==> src/rtl/key_round_ctrl.sv <==
// key_round_ctrl: debounced keypad press tracking, LFSR round target and hit score
module key_round_ctrl #(
  parameter int          DEBOUNCE_CYCLES = 500000,
  parameter logic [15:0] LFSR_SEED       = 16'hACE1
) (
  input  logic        clk,
  input  logic        rst_n,
  input  logic        key_hit,
  input  logic [3:0]  key_raw,
  input  logic        start,
  output logic [3:0]  key,
  output logic [3:0]  key_random,
  output logic        pressed,
  output logic [25:0] cnt,
  output logic [7:0]  score
);
  typedef enum logic [1:0] {IDLE, ARMED, HELD} state_t;

  localparam logic [19:0] DB_MAX = 20'(DEBOUNCE_CYCLES);

  logic        hit_s1_q, hit_s2_q;
  logic [3:0]  raw_s1_q, raw_s2_q;
  logic        stable_q, stable_d, stable_prev_q;
  logic [19:0] db_q, db_d;
  logic [15:0] lfsr_q, lfsr_d;
  state_t      state_q, state_d;
  logic [3:0]  key_q, key_d, key_random_q, key_random_d;
  logic        pressed_q, pressed_d;
  logic [25:0] cnt_q, cnt_d;
  logic [7:0]  score_q, score_d;
  logic        rise, fall;

  // debouncer: count consecutive disagreeing cycles, accept the level once the count hits the limit
  always_comb begin
    db_d     = (hit_s2_q == stable_q || db_q == DB_MAX) ? '0 : db_q + 20'd1;
    stable_d = (hit_s2_q != stable_q && db_q == DB_MAX) ? hit_s2_q : stable_q;
    lfsr_d   = lfsr_q[0] ? ({1'b0, lfsr_q[15:1]} ^ 16'hB400) : {1'b0, lfsr_q[15:1]};
    rise     = stable_q & ~stable_prev_q;
    fall     = ~stable_q & stable_prev_q;
  end

  // round FSM next state; start overrides any stable edge in the same cycle
  always_comb begin
    state_d      = state_q;
    key_d        = key_q;
    key_random_d = key_random_q;
    score_d      = score_q;
    if (start) begin
      state_d      = ARMED;
      key_random_d = lfsr_q[3:0];
      score_d      = '0;
    end else if (state_q == ARMED && rise) begin
      state_d = HELD;
      key_d   = raw_s2_q;
      score_d = (raw_s2_q == key_random_q && score_q != 8'hFF) ? score_q + 8'd1 : score_q;
    end else if (state_q == HELD && fall) begin
      state_d      = ARMED;
      key_random_d = lfsr_q[3:0];
    end
    pressed_d = (state_d == HELD);
    cnt_d     = (state_q == HELD && state_d == HELD) ? ((&cnt_q) ? cnt_q : cnt_q + 26'd1) : '0;
  end

  // all state registers, including the two-stage input synchronisers
  always_ff @(posedge clk or negedge rst_n) begin
    if (!rst_n) begin
      hit_s1_q      <= 1'b0;
      hit_s2_q      <= 1'b0;
      raw_s1_q      <= '0;
      raw_s2_q      <= '0;
      stable_q      <= 1'b0;
      stable_prev_q <= 1'b0;
      db_q          <= '0;
      lfsr_q        <= LFSR_SEED;
      state_q       <= IDLE;
      key_q         <= '0;
      key_random_q  <= '0;
      pressed_q     <= 1'b0;
      cnt_q         <= '0;
      score_q       <= '0;
    end else begin
      hit_s1_q      <= key_hit;
      hit_s2_q      <= hit_s1_q;
      raw_s1_q      <= key_raw;
      raw_s2_q      <= raw_s1_q;
      stable_q      <= stable_d;
      stable_prev_q <= stable_q;
      db_q          <= db_d;
      lfsr_q        <= lfsr_d;
      state_q       <= state_d;
      key_q         <= key_d;
      key_random_q  <= key_random_d;
      pressed_q     <= pressed_d;
      cnt_q         <= cnt_d;
      score_q       <= score_d;
    end
  end

  assign key        = key_q;
  assign key_random = key_random_q;
  assign pressed    = pressed_q;
  assign cnt        = cnt_q;
  assign score      = score_q;
endmodule

==> config.mk <==
export PLATFORM = sky130hd
export DESIGN_NAME = key_round_ctrl
export DESIGN_NICKNAME = d
export VERILOG_FILES = /design/src/rtl/key_round_ctrl.sv
export SDC_FILE = /design/constraint.sdc
export NUM_CORES = 1
export LEC_CHECK = 0
export ABC_AREA = 1
export CORE_MARGIN = 2
export CORE_UTILIZATION = 51
export CTS_CLUSTER_SIZE = 14
export DETAILED_ROUTE_END_ITERATION = 6
export PLACE_DENSITY = 0.84
export SLEW_MARGIN = 0
export SYNTH_ARGS = -nofsm -noshare
export SYNTH_HDL_FRONTEND = slang
export SYNTH_SLANG_ARGS = --single-unit
==> constraint.sdc <==
create_clock -name clk -period 1.45 [get_ports clk]
set_input_delay 0.29 -clock clk [delete_from_list [all_inputs] [get_ports clk]]
set_output_delay 0.29 -clock clk [all_outputs]
set_load 0.02 [all_outputs]
; Word level (Yosys, flattened, before mapping)
; Index checks and enable logic that the tools add are counted.
[op_classes]
add_sub_neg = 3
eq_ne = 10
n_mux = 13
bitwise_logic = 6
reduce_logical = 13
[ops]
columns = op, count
row1 = 26-bit two-way mux, 2
row2 = "26-bit by 1-bit adder with 26-bit output, second input constant", 1
row3 = 26-bit AND reduction, 1
row4 = 8-bit two-way mux, 3
row5 = "20-bit by 1-bit adder with 20-bit output, second input constant", 1
row6 = "20-bit by 19-bit equality test with 1-bit output, second input constant", 1
row7 = 20-bit two-way mux, 1
row8 = 16-bit two-way mux, 1
row9 = 4-bit two-way mux, 3
row10 = "8-bit by 1-bit adder with 8-bit output, second input constant", 1
row11 = "8-bit inequality test, second input constant", 1
row12 = 2-bit two-way mux, 3
row13 = 2-bit AND reduction, 3
row14 = 2-bit nonzero test, 3
row15 = 1-bit logical AND, 5
row16 = "2-bit equality test, second input constant", 2
row17 = 4-bit equality test, 1
row18 = "2-bit inequality test, second input constant", 2
row19 = 3-bit NOT with 4-bit output, 1
row20 = 1-bit NOT, 3
row21 = 1-bit AND, 2
row22 = "2-bit by 1-bit equality test with 1-bit output, second input constant", 1
row23 = 1-bit equality test, 1
row24 = 1-bit logical OR, 1
row25 = 1-bit inequality test, 1
[totals]
regBits = 93
input_bits = 8
output_inout_bits = 43
wordCells = 59

; Depth between registers and ports, before layout
; Gate-level depths: netlist of the first run.
[logic_depth]
word_depth = 9
ltp_mapped = 9
ltp_nobuf = 9

; Least setup slack after synthesis of the first run
; OpenSTA, ideal clock, no wires.
[synth_timing]
kind = register to register
start = register cnt_q[0] (netlist: cnt[0])
end = register cnt_q[10] (netlist: cnt[10])
setup_ps = 65
arrival_ps = 1595
required_time_ps = 1385
path_slack_ps = -210
stages_incl_launch_ff = 9
n_path_buf = 1
synth_period_minus_slack_ps = 1660
path_cell_list = dfrtp_1 ha_1 nand3_2 inv_2 nand2_4 nor2_8 nand3_4 buf_6 nand2_1
[synth_between]
elab_chain_len = 3
elab_cells_between_ends = 5
classes_between = add/sub (1) / eq/ne (1) / mux (2) / reduce/logical (1)
[synth_rtl]
columns = item, line
row1 = from (decl), 29  ; logic [25:0] cnt_q, cnt_d;
row2 = from (signal assigned), 94  ; cnt_q <= cnt_d;
row3 = 26-bit by 1-bit adder with 26-bit output, 61  ; cnt_d = (state_q == HELD && state_d == HELD) ? ((&cnt_q) ? cnt_q : cnt_q + 26'd1) : '0;
row4 = 26-bit two-way mux (2 in series), 61
; Several ways; a longest one is shown, not always the timed one. The select of a mux whose other input is x is not followed.
; A chain may end at the register's enable or synchronous reset.

; Worst setup path in the final report of the first run
[layout_timing]
start = register db_q[0]
end = register db_q[18]
[layout_between]
elab_chain_len = 3
elab_cells_between_ends = 4
classes_between = add/sub (1) / eq/ne (1) / mux (1) / reduce/logical (1)
[layout_rtl]
columns = item, line
row1 = from (decl), 24  ; logic [19:0] db_q, db_d;
row2 = from (signal assigned), 73  ; db_q <= '0;
row3 = from (signal assigned), 88  ; db_q <= db_d;
row4 = branches (longest 2 deep; another with 20-bit by 1-bit adder with 20-bit output), -
row5 = 20-bit two-way mux (*), 35  ; db_d = (hit_s2_q == stable_q || db_q == DB_MAX) ? '0 : db_q + 20'd1;
row6 = named net db_d[18], 24
; Mark *: on every way through the listed nets, which the timed path passes.

==> summary.md, run 1 <==
| Metric | Value |
|---|---|
| Root Driver | clkbuf_8 |
| HPWL Detailed | 7940 um |
| Die Width | 99.4 um |
| Syn nets | 602 |
| Netlist cell types | 29 |
| Initial Util | 0.529 |
| Register bit total from synthesis | 93 |
| Mean Syn Cell Area | 7.86 um^2 |
| Vias/cell | 5.47 |
| Antenna Nets Post-Route | 0 |
| CTS tree | yes |
| H-tree lvl count | 3 |
| Final cell count without fillers | 812 |
| Worst-path fanout max | 7 |
| Layout cells sized above 1 | 0.300 |
| Hold Crit Class | input pin to flop |
| Placement Cell Area | 5620 um^2 |
| Initial antenna violation count | 0 |
| Clk sinks | 93 |
| Post-route cell area | 6220 um^2 |
| Drt pass-1 iters | 5 |
| Post-synth EDFFs | 0 |
| Row count | 34 |
| Routed wire per std cell | 14.9 um |
| Largest area contributor in the netlist | dfrtp_1 |
| Setup violators final | 4 |
| Final GP Congestion | 0.904 |
| Via count | 4,442 |
| First-pass GRT wire length | 19,200 um |
| Max-Cap Viols | 0 |
| Placed insts | 781 |
| Vias in the first global route | 4,309 |
| Utilization after layout | 0.710 |
| Crit Path Class | flop to flop |
| Fin crit share | 1.02 |
| Crit end category | flop |
| Pre-CTS setup slack | -56.0 ps |
| Clock buffer depth | 2 |
| Dominant cells by area after synthesis | dfrtp_1 46%, nand2_1 14%, nor2_1 7.4% |
| Io pins | 51 |
| TNS Setup | -70.7 ps |
| GRT Util Overall | 0.240 |
| Min cycle time layout | 1490 ps |
| Total wire length | 12,100 um |
| Unrepaired setup endpoints after global routing | yes |
| Die area | 9870 um^2 |
| Total congestion overflow | 0 |
| CTS buffer count | 9 |
| Drc violations | 0 |
| Clock skew | 19.0 ps |
| Synth warn | 0 |
| Worst Path Arrival | 1750 ps |
| Worst setup margin | -35.5 ps |
| Worst vdd ir | 0.000638 V |
| PD cells | 741 nW/um^2 |
| Top FF cell, synth | dfrtp_1 |
| Clock-pin slew on the worst setup and hold paths | 100 ps |
| Ys async rst share | 1.00 |
| Max frequency | 0.673 GHz |
| Cell with the most instances after synthesis | nand2_1 |
| Yosys top cell area share | 0.459 |
| Nets@finish | 711 |
| P_leak | 2.99 nW |
| Slew headroom | 0.644 |
| Max Slew Vio Count | 0 |
| Die Y | 99.4 um |
| Worst-Margin Slew | 528 ps |
| Clock latency on the worst-skew pair | 380 ps |
| DR iter-0 viols | 275 |
| Failing checks | negative setup slack |
| Core Region | 8760 um^2 |
| Worst setup SP type | flop |
| Mapped Cells | 590 |
| Status | finished with violations |
| CP Data Required Time | 1710 ps |
| Port bufs | 50 |
| Sequential element share of the synthesized area | 0.504 |
| Synth top cells by count | 177 x nand2_1, 92 x nor2_1, 85 x dfrtp_1 |
| Antenna diode count | 0 |
| Final Power | 4.61 mW |
| Area Overhead vs Synth | 34.2% |
| Synth Cell Area | 4640 um^2 |
| Largest net degree at the start of global routing | 37 |
| Final hold slack | 341 ps |
| Final Hold Vio Count | 0 |
## placed cells by master, fill, tap and decap left out, types with 2 or more instances in the layout
cell type,Yosys,final
inv_2,2,5
nor2_4,2,11
nand2_4,1,9
inv_6,0,3
clkbuf_8,0,9
dlygate4sd2_1,0,8
inv_1,57,53
clkdlybuf4s50_1,0,6
nand3_1,67,57
xor2_1,11,11
or2_2,5,3
buf_4,1,44
nand3_2,2,9
o21bai_1,8,7
buf_6,2,7
dfrtp_1,85,68
nand3_4,1,4
dfstp_2,8,8
nor2_8,2,2
or2_4,0,2
buf_12,0,4
nor2_2,4,19
a21oi_1,5,5
clkdlybuf4s15_2,0,10
dfrtp_2,0,17
clkdlybuf4s15_1,0,11
clkbuf_2,0,12
buf_2,3,2
nand2_2,9,17
nand2_1,177,160
nor2_1,92,68
nor3_1,6,5
ha_4,0,2
clkinv_8,0,3
o21ai_0,16,13
o21ai_2,0,2
nand4_1,16,16
## power by group
| group | switching [mW] | total, mW | internal [mW] |
|---|---|---|---|
| clock | 1.10 | 1.79 | 0.697 |
| combinational | 0.118 | 0.187 | 0.0686 |
| sequential | 0.0171 | 2.63 | 2.61 |
## registers in the layout, indices dropped and copies added, names as in the netlist
name	count
cnt	26
state_q	2
pressed	1
hit_s2_q	1
score	8
raw_s2_q	4
key	4
hit_s1_q	1
key_random	4
lfsr_q	16
stable_q	1
db_q	20
raw_s1_q	4
stable_prev_q	1
## critical path, cell delays in order (launching register included)
cell and delay [ps]:
dfrtp_1 460, ha_4 180, nand2_4 70, nor2_4 150, nand2_4 80, nor2_4 110, buf_6 130, nand3_2 80
nand3_2 90, nor2_2 30
## cell families after synthesis
logic type	after synthesis	share of synthesized area
flops	93	0.504
compound gates	30	0.0372
xor+xnor	11	0.0208
fa+ha+maj	4	0.0108
simple gates	386	0.369
buf+inv	66	0.0583
## layer usage
layer / global-route usage / vias to the layer above / share of wire
li1: - / 2099 / -
met1: 0.311 / 2122 / 0.39
met2: 0.405 / 175 / 0.51
met3: 0.0372 / 46 / 0.057
met4: 0.0991 / 0 / 0.033
met5: 0 / - / 0
## final cells by class
cell class / count / area (um^2)
fill: 632 / 2540
multi-input combinational: 431 / 2370
sequential: 93 / 2360
timing repair buffer: 105 / 922
inverter: 59 / 224
tap: 108 / 135
clock buffer: 9 / 124
clock inverter: 7 / 86.3
## worst paths after layout
check / from / end / slack, ps / cells after the start
min: key_raw[1] / raw_s1_q[1] / 340 / 1
max in group asynchronous: rst_n / lfsr_q[6] / 540 / 3
max: db_q[0] / db_q[18] / -40 / 9
min in group asynchronous: rst_n / state_q[1] / 370 / 2
max reg2reg: db_q[0] / db_q[18] / -40 / 9
min reg2reg: hit_s1_q / hit_s2_q / 360 / 0
## repair_timing
| action | 4_1_cts | 5_1_grt |
|---|---|---|
| gates resized for setup | 89 | 120 |
| buffers inserted | 8 | 6 |
| cloned | 0 | 0 |
| setup endpoints to repair | 73 | 82 |
| pin swaps | 4 | 26 |
| endpoints found under the hold margin | 16 | 0 |
| hold buffers | 1 | 0 |
Power figures use the tool's default switching activity.
==> inputs of run 2 (changes only) <==
--- a/config.mk
+++ b/config.mk
@@ -6,6 +6,7 @@
 export NUM_CORES = 1
 export LEC_CHECK = 0
 export ABC_AREA = 1
+export CAP_MARGIN = 10
 export CORE_MARGIN = 2
 export CORE_UTILIZATION = 51
 export CTS_CLUSTER_SIZE = 14
==> results of run 2 <==
Final layout, timing and power as in run 1 (identical DEF).
